$ cat config.mk
export PLATFORM = sky130hd
export DESIGN_NAME = softmax_arbiter
export DESIGN_NICKNAME = d
export VERILOG_FILES = /design/src/rtl/softmax_arb_pkg.sv /design/src/rtl/softmax_arbiter_rr_pick2.sv /design/src/rtl/softmax_arbiter.sv
export SDC_FILE = /design/constraint.sdc
export NUM_CORES = 1
export LEC_CHECK = 0
export CAP_MARGIN = 10
export CORE_MARGIN = 2
export CORE_UTILIZATION = 35
export CTS_CLUSTER_SIZE = 24
export DETAILED_ROUTE_END_ITERATION = 12
export PLACE_DENSITY = 0.81
export RECOVER_POWER = 25
export SETUP_SLACK_MARGIN = 0.05
export SYNTH_ARGS = -nofsm -noshare
export SYNTH_HDL_FRONTEND = slang
export SYNTH_SLANG_ARGS = --single-unit
$ cat constraint.sdc
create_clock -name clock -period 2.48 [get_ports clock]
set_input_delay 0.744 -clock clock [delete_from_list [all_inputs] [get_ports clock]]
set_output_delay 0.744 -clock clock [all_outputs]
set_load 0.005 [all_outputs]
$ cat src/rtl/softmax_arb_pkg.sv
`default_nettype none
// ============================================================================
//  Module      : softmax_arb_pkg
//  Description : Shared types, channel indices and width helper for the
//                two-channel softmax frame arbiter.
//  Revision    : 1.0 - initial release
// ============================================================================
package softmax_arb_pkg;

  // Arbiter frame states
  typedef enum logic [1:0] {
    ST_IDLE  = 2'd0,
    ST_FEED  = 2'd1,
    ST_DRAIN = 2'd2
  } arb_state_e;

  // Channel indices as carried on the grant signal
  localparam logic CH0 = 1'b0;
  localparam logic CH1 = 1'b1;

  // Ceiling log2, used to size the frame counters
  function automatic int clog2(input int value);
    int r;
    r = 0;
    while ((1 << r) < value) begin
      r = r + 1;
    end
    return r;
  endfunction

endpackage : softmax_arb_pkg
`default_nettype wire

$ cat src/rtl/softmax_arbiter_rr_pick2.sv
`default_nettype none
// ============================================================================
//  Module      : rr_pick2
//  Description : Combinational two-way round-robin selector. When both
//                requests are active the channel other than last_i wins.
//  Revision    : 1.0 - initial release
// ============================================================================
module rr_pick2
  import softmax_arb_pkg::*;
(
  input  logic [1:0] req_i,
  input  logic       last_i,
  output logic       gnt_o,
  output logic       valid_o
);

  // Pick the requester, alternating on contention
  always_comb begin
    valid_o = |req_i;
    gnt_o   = CH0;
    if (&req_i) begin
      gnt_o = ~last_i;
    end else if (req_i[1]) begin
      gnt_o = CH1;
    end
  end

endmodule : rr_pick2
`default_nettype wire

$ cat src/rtl/softmax_arbiter.sv
`default_nettype none
// ============================================================================
//  Module      : softmax_arbiter
//  Description : Frame-granular round-robin arbiter sharing one softmax
//                datapath between two channels. A channel owns the softmax
//                from the first input read until its last result is written.
//  Revision    : 1.0 - initial release
// ============================================================================
module softmax_arbiter
  import softmax_arb_pkg::*;
#(
  parameter int DWIDTH_IN  = 16,
  parameter int DWIDTH_OUT = 16,
  parameter int VEC_LEN    = 100,
  parameter int CNT_W      = clog2(VEC_LEN + 1)
) (
  input  logic                  clock,
  input  logic                  reset,
  // channel input FIFOs (first-word-fall-through)
  output logic                  in0_rd_en,
  input  logic [DWIDTH_IN-1:0]  in0_dout,
  input  logic                  in0_empty,
  output logic                  in1_rd_en,
  input  logic [DWIDTH_IN-1:0]  in1_dout,
  input  logic                  in1_empty,
  // softmax read side
  input  logic                  sm_rd_en,
  output logic [DWIDTH_IN-1:0]  sm_dout,
  output logic                  sm_empty,
  // softmax write side
  input  logic                  sm_wr_en,
  input  logic [DWIDTH_OUT-1:0] sm_din,
  output logic                  sm_full,
  // channel output FIFOs
  output logic                  out0_wr_en,
  output logic [DWIDTH_OUT-1:0] out0_din,
  input  logic                  out0_full,
  output logic                  out1_wr_en,
  output logic [DWIDTH_OUT-1:0] out1_din,
  input  logic                  out1_full,
  // status
  output logic                  grant,
  output logic                  busy,
  output logic                  frame_done,
  output logic                  err
);

  localparam logic [CNT_W-1:0] CNT_ONE  = CNT_W'(1);
  localparam logic [CNT_W-1:0] CNT_LAST = CNT_W'(VEC_LEN - 1);
  localparam logic [CNT_W-1:0] CNT_FULL = CNT_W'(VEC_LEN);

  arb_state_e       state_q;
  logic             grant_q;
  logic             last_grant_q;
  logic [CNT_W-1:0] in_cnt_q;
  logic [CNT_W-1:0] out_cnt_q;
  logic             frame_done_q;
  logic             err_q;

  logic             w_pick_gnt;
  logic             w_pick_valid;
  logic             w_sel_in_empty;
  logic [DWIDTH_IN-1:0] w_sel_in_dout;
  logic             w_sel_out_full;
  logic             w_out_room;
  logic             w_rd_acc;
  logic             w_wr_acc;

  rr_pick2 u_pick (
    .req_i   ({~in1_empty, ~in0_empty}),
    .last_i  (last_grant_q),
    .gnt_o   (w_pick_gnt),
    .valid_o (w_pick_valid)
  );

  // Steer the granted channel's FIFOs onto the softmax ports
  always_comb begin
    w_sel_in_empty = (grant_q == CH1) ? in1_empty : in0_empty;
    w_sel_in_dout  = (grant_q == CH1) ? in1_dout  : in0_dout;
    w_sel_out_full = (grant_q == CH1) ? out1_full : out0_full;
    // once a frame's results are complete further writes are refused
    w_out_room     = (out_cnt_q != CNT_FULL);

    in0_rd_en  = 1'b0;
    in1_rd_en  = 1'b0;
    sm_dout    = '0;
    sm_empty   = 1'b1;
    sm_full    = 1'b1;
    out0_wr_en = 1'b0;
    out1_wr_en = 1'b0;
    out0_din   = '0;
    out1_din   = '0;

    if (state_q == ST_FEED) begin
      sm_empty = w_sel_in_empty;
      sm_dout  = w_sel_in_dout;
      if (grant_q == CH1) begin
        in1_rd_en = sm_rd_en & ~in1_empty;
      end else begin
        in0_rd_en = sm_rd_en & ~in0_empty;
      end
    end

    // results may arrive while the frame is still being fed
    if (state_q != ST_IDLE) begin
      sm_full = w_sel_out_full | ~w_out_room;
      if (grant_q == CH1) begin
        out1_din   = sm_din;
        out1_wr_en = sm_wr_en & ~out1_full & w_out_room;
      end else begin
        out0_din   = sm_din;
        out0_wr_en = sm_wr_en & ~out0_full & w_out_room;
      end
    end

    w_rd_acc = in0_rd_en | in1_rd_en;
    w_wr_acc = out0_wr_en | out1_wr_en;
  end

  // Frame FSM: grant on idle, count reads and writes, release after last write
  always_ff @(posedge clock) begin
    if (reset) begin
      state_q      <= ST_IDLE;
      grant_q      <= CH0;
      last_grant_q <= CH1;
      in_cnt_q     <= '0;
      out_cnt_q    <= '0;
      frame_done_q <= 1'b0;
      err_q        <= 1'b0;
    end else begin
      frame_done_q <= 1'b0;

      // a write with no owning frame, or beyond the frame length, is dropped
      if (sm_wr_en && ((state_q == ST_IDLE) || (out_cnt_q == CNT_FULL))) begin
        err_q <= 1'b1;
      end

      case (state_q)
        ST_IDLE: begin
          if (w_pick_valid) begin
            grant_q <= w_pick_gnt;
            state_q <= ST_FEED;
          end
        end

        ST_FEED, ST_DRAIN: begin
          if (w_rd_acc) begin
            in_cnt_q <= in_cnt_q + CNT_ONE;
            if (in_cnt_q == CNT_LAST) begin
              state_q <= ST_DRAIN;
            end
          end
          if (w_wr_acc) begin
            out_cnt_q <= out_cnt_q + CNT_ONE;
            if (out_cnt_q == CNT_LAST) begin
              frame_done_q <= 1'b1;
              last_grant_q <= grant_q;
              in_cnt_q     <= '0;
              out_cnt_q    <= '0;
              state_q      <= ST_IDLE;
            end
          end
        end

        default: begin
          state_q <= ST_IDLE;
        end
      endcase
    end
  end

  assign grant      = grant_q;
  assign busy       = (state_q != ST_IDLE);
  assign frame_done = frame_done_q;
  assign err        = err_q;

endmodule : softmax_arbiter
`default_nettype wire

==> flow_summary.json <==
{
  "io_pins": 114,
  "outcome": "completed",
  "place.gp.congestion": 0.798,
  "cts_root_buf": "clkbuf_8",
  "synth_top_area_share_pct": 25.0,
  "syn_nets": 261,
  "finalClockSkew_ns": 0.00588,
  "place_inst": 377,
  "multiInputGateArea_sq_um": 1160,
  "grt_usage_pct": 21.0,
  "grt_setup_unrepaired": "true",
  "hpwl_mm": 4.48,
  "antenna_found_initial": 0,
  "die_w_um": 71.6,
  "whs_endpoint": "err$_SDFFE_PP0P_",
  "synth_area_leader_cell": "dfxtp_1",
  "netlist_instances": 199,
  "leakagePower_uw": 0.00135,
  "synthMostInstantiatedCell": "and2_1",
  "min_from": "err$_SDFFE_PP0P_",
  "dieArea_sq_um": 5130,
  "detail-route-antenna-nets": 0,
  "peakVddDrop_mv": 0.334,
  "r2r_start": "state_q[1]$_SDFFE_PP0P_",
  "overflow": 0,
  "cts-buffers-inserted": 3,
  "dr.pass1.iters": 4,
  "n_fill_cell": 368,
  "drt-total-wl_mm": 5.58,
  "synth.area.top_cells": "dfxtp_1, mux2i_1, and2_1",
  "core_area_sq_um": 4380,
  "path_clk_slew_ns": 0.08,
  "yosysSeqAreaShare_pct": 25.0,
  "drt-initial-drc-count": 61,
  "synth-edff-count": 0,
  "synth.distinct_cells": 38,
  "maxCapViolations": 0,
  "cts_tree": "yes",
  "cts_buffer_depth": 2,
  "r2r_slack_ns": 0.54,
  "avgRoutedWirePerCell_um": 14.4,
  "place_ws_ns": -0.321,
  "netlist_area_sq_um": 1600,
  "ys.flop_type": "dfxtp_1",
  "area_growth_pct": 86.2,
  "dr_total_vias": 1876,
  "whs_ns": 0.452,
  "crit_arrival_ns": 1.63,
  "via_per_inst": 4.86,
  "grt_pass1_vias": 1740,
  "fin_crit_ns": 2.38,
  "critPathLaunchType": "input pin",
  "rows": 24,
  "setup_viol": 0,
  "regArea_sq_um": 402,
  "cts_num_sinks": 20,
  "cp.required_ns": 1.74,
  "fmax_mhz": 421,
  "r2r-end": "in_cnt_q[1]$_SDFFE_PP0N_",
  "max-slew-margin-rel_pct": 66.6,
  "reg2reg_depth": 7,
  "yosysWarnings": 0,
  "cp_max_fo": 1,
  "min_path_type": "reg -> reg",
  "io_buffers": 113,
  "finalSetupTns_ns": 0,
  "die_y_um": 71.6,
  "critPathKind": "in -> out",
  "clk_latency_ns": 0.26,
  "antenna_cells": 0,
  "worst_slack_ns": 0.103,
  "period_share_pct": 95.9,
  "whs_path_depth": 2,
  "p_per_area_nw_per_um2": 319,
  "drc_errors": 0,
  "hold_viol_final": 0,
  "drive_gt1_share_pct": 13.2,
  "drv_slew": 0,
  "end_kind": "primary output",
  "postSynthAreaPerCell_sq_um": 8.05,
  "htree_num_levels": 1,
  "grt_max_degree": 24,
  "grt_pass1_wl_mm": 8.85,
  "synth.ff_latch_count": 20,
  "final_nets": 397,
  "start_util_pct": 36.5,
  "worst_pin_slew_ns": 0.501,
  "design_area_sq_um": 2980,
  "synth_common_cells": "and2_1, mux2i_1, dfxtp_1",
  "fin_cells": 386,
  "post_dp_cell_area_sq_um": 2930,
  "synthArstFlopShare_pct": 0
}
## cell type report
| cell class | count | share of cell area, % |
|---|---|---|
| inverter | 8 | 1.01 |
| tap | 52 | 2.18 |
| timing repair buffer | 140 | 42.5 |
| multi-input combinational | 162 | 39.0 |
| sequential | 20 | 13.5 |
| clock buffer | 4 | 1.85 |
## metrics by stage
stage / power (uW) / util (%)
3_5_place_dp: 733 / 66.9
4_1_cts: 953 / 67.8
6_report: 950 / 68.0
2_1_floorplan: 476 / -
5_1_grt: 1000 / 68.0
3_3_place_gp: 726 / 66.9
## power by group
group	internal, uW	switching [uW]	total (uW)
logic	226	141	367
registers	327	5.61	332
clock network	141	110	251
## per-layer routing
metal	GRT usage [%]	wire [um]	vias to the layer above
met5	0	0	-
met4	3.77	39	0
met3	2.25	291	6
met2	38.6	2820	61
met1	26.7	2420	853
li1	-	-	956
## repair_timing
action	CTS	global route
gates cloned	0	0
resized for setup	70	13
setup buffers	5	0
endpoints found under the setup margin	54	8
hold buffers	0	0
## cell usage in the layout (no fill, tap or decap), types with 3 or more instances in the layout
master and n:
clkbuf_1 3, mux2i_1 22, nor3_1 7, nand4_1 5, inv_1 8, ha_2 3, nor2_1 14, dlygate4sd2_1 50
nor2b_1 18, clkdlybuf4s15_1 5, buf_4 22, nand2_1 8, dlygate4sd3_1 3, nand3_1 6, a21oi_1 5, ha_1 3
clkbuf_8 4, clkdlybuf4s50_1 51, o21ai_0 4, xnor2_1 7, dfxtp_1 19, and2_1 32
## worst max path at each step
| stage | from | to | slack [ns] |
|---|---|---|---|
| floorplan | state_q[0]$_SDFFE_PP0P_ | out1_din[10] | 0.47 |
| global placement | sm_rd_en | in1_rd_en | -0.26 |
| detailed placement | sm_rd_en | in1_rd_en | -0.32 |
| CTS | sm_wr_en | out0_wr_en | 0.05 |
| global route | state_q[1]$_SDFFE_PP0P_ | out1_din[12] | 0.04 |
| finish | in1_dout[1] | sm_dout[1] | 0.10 |
## critical path, stage by stage
cell and delay (ns):
clkdlybuf4s50_1 0.46, mux2i_1 0.07, nor2b_1 0.11, dlygate4sd2_1 0.25
## cells by family after synthesis
kind of cell,synth area share (%)
buf+inv,4.45
compound gates,8.20
flops,25.0
mux,15.4
xor+xnor,4.92
fa+ha+maj,4.69
simple gates,37.3
## state kept, by name, summed over array words and instances, names as in the netlist
name          count
grant             1
out_cnt_q         7
in_cnt_q          7
frame_done        1
err               1
state_q           2
last_grant_q      1
No activity file was read; power rests on OpenSTA's default activity.
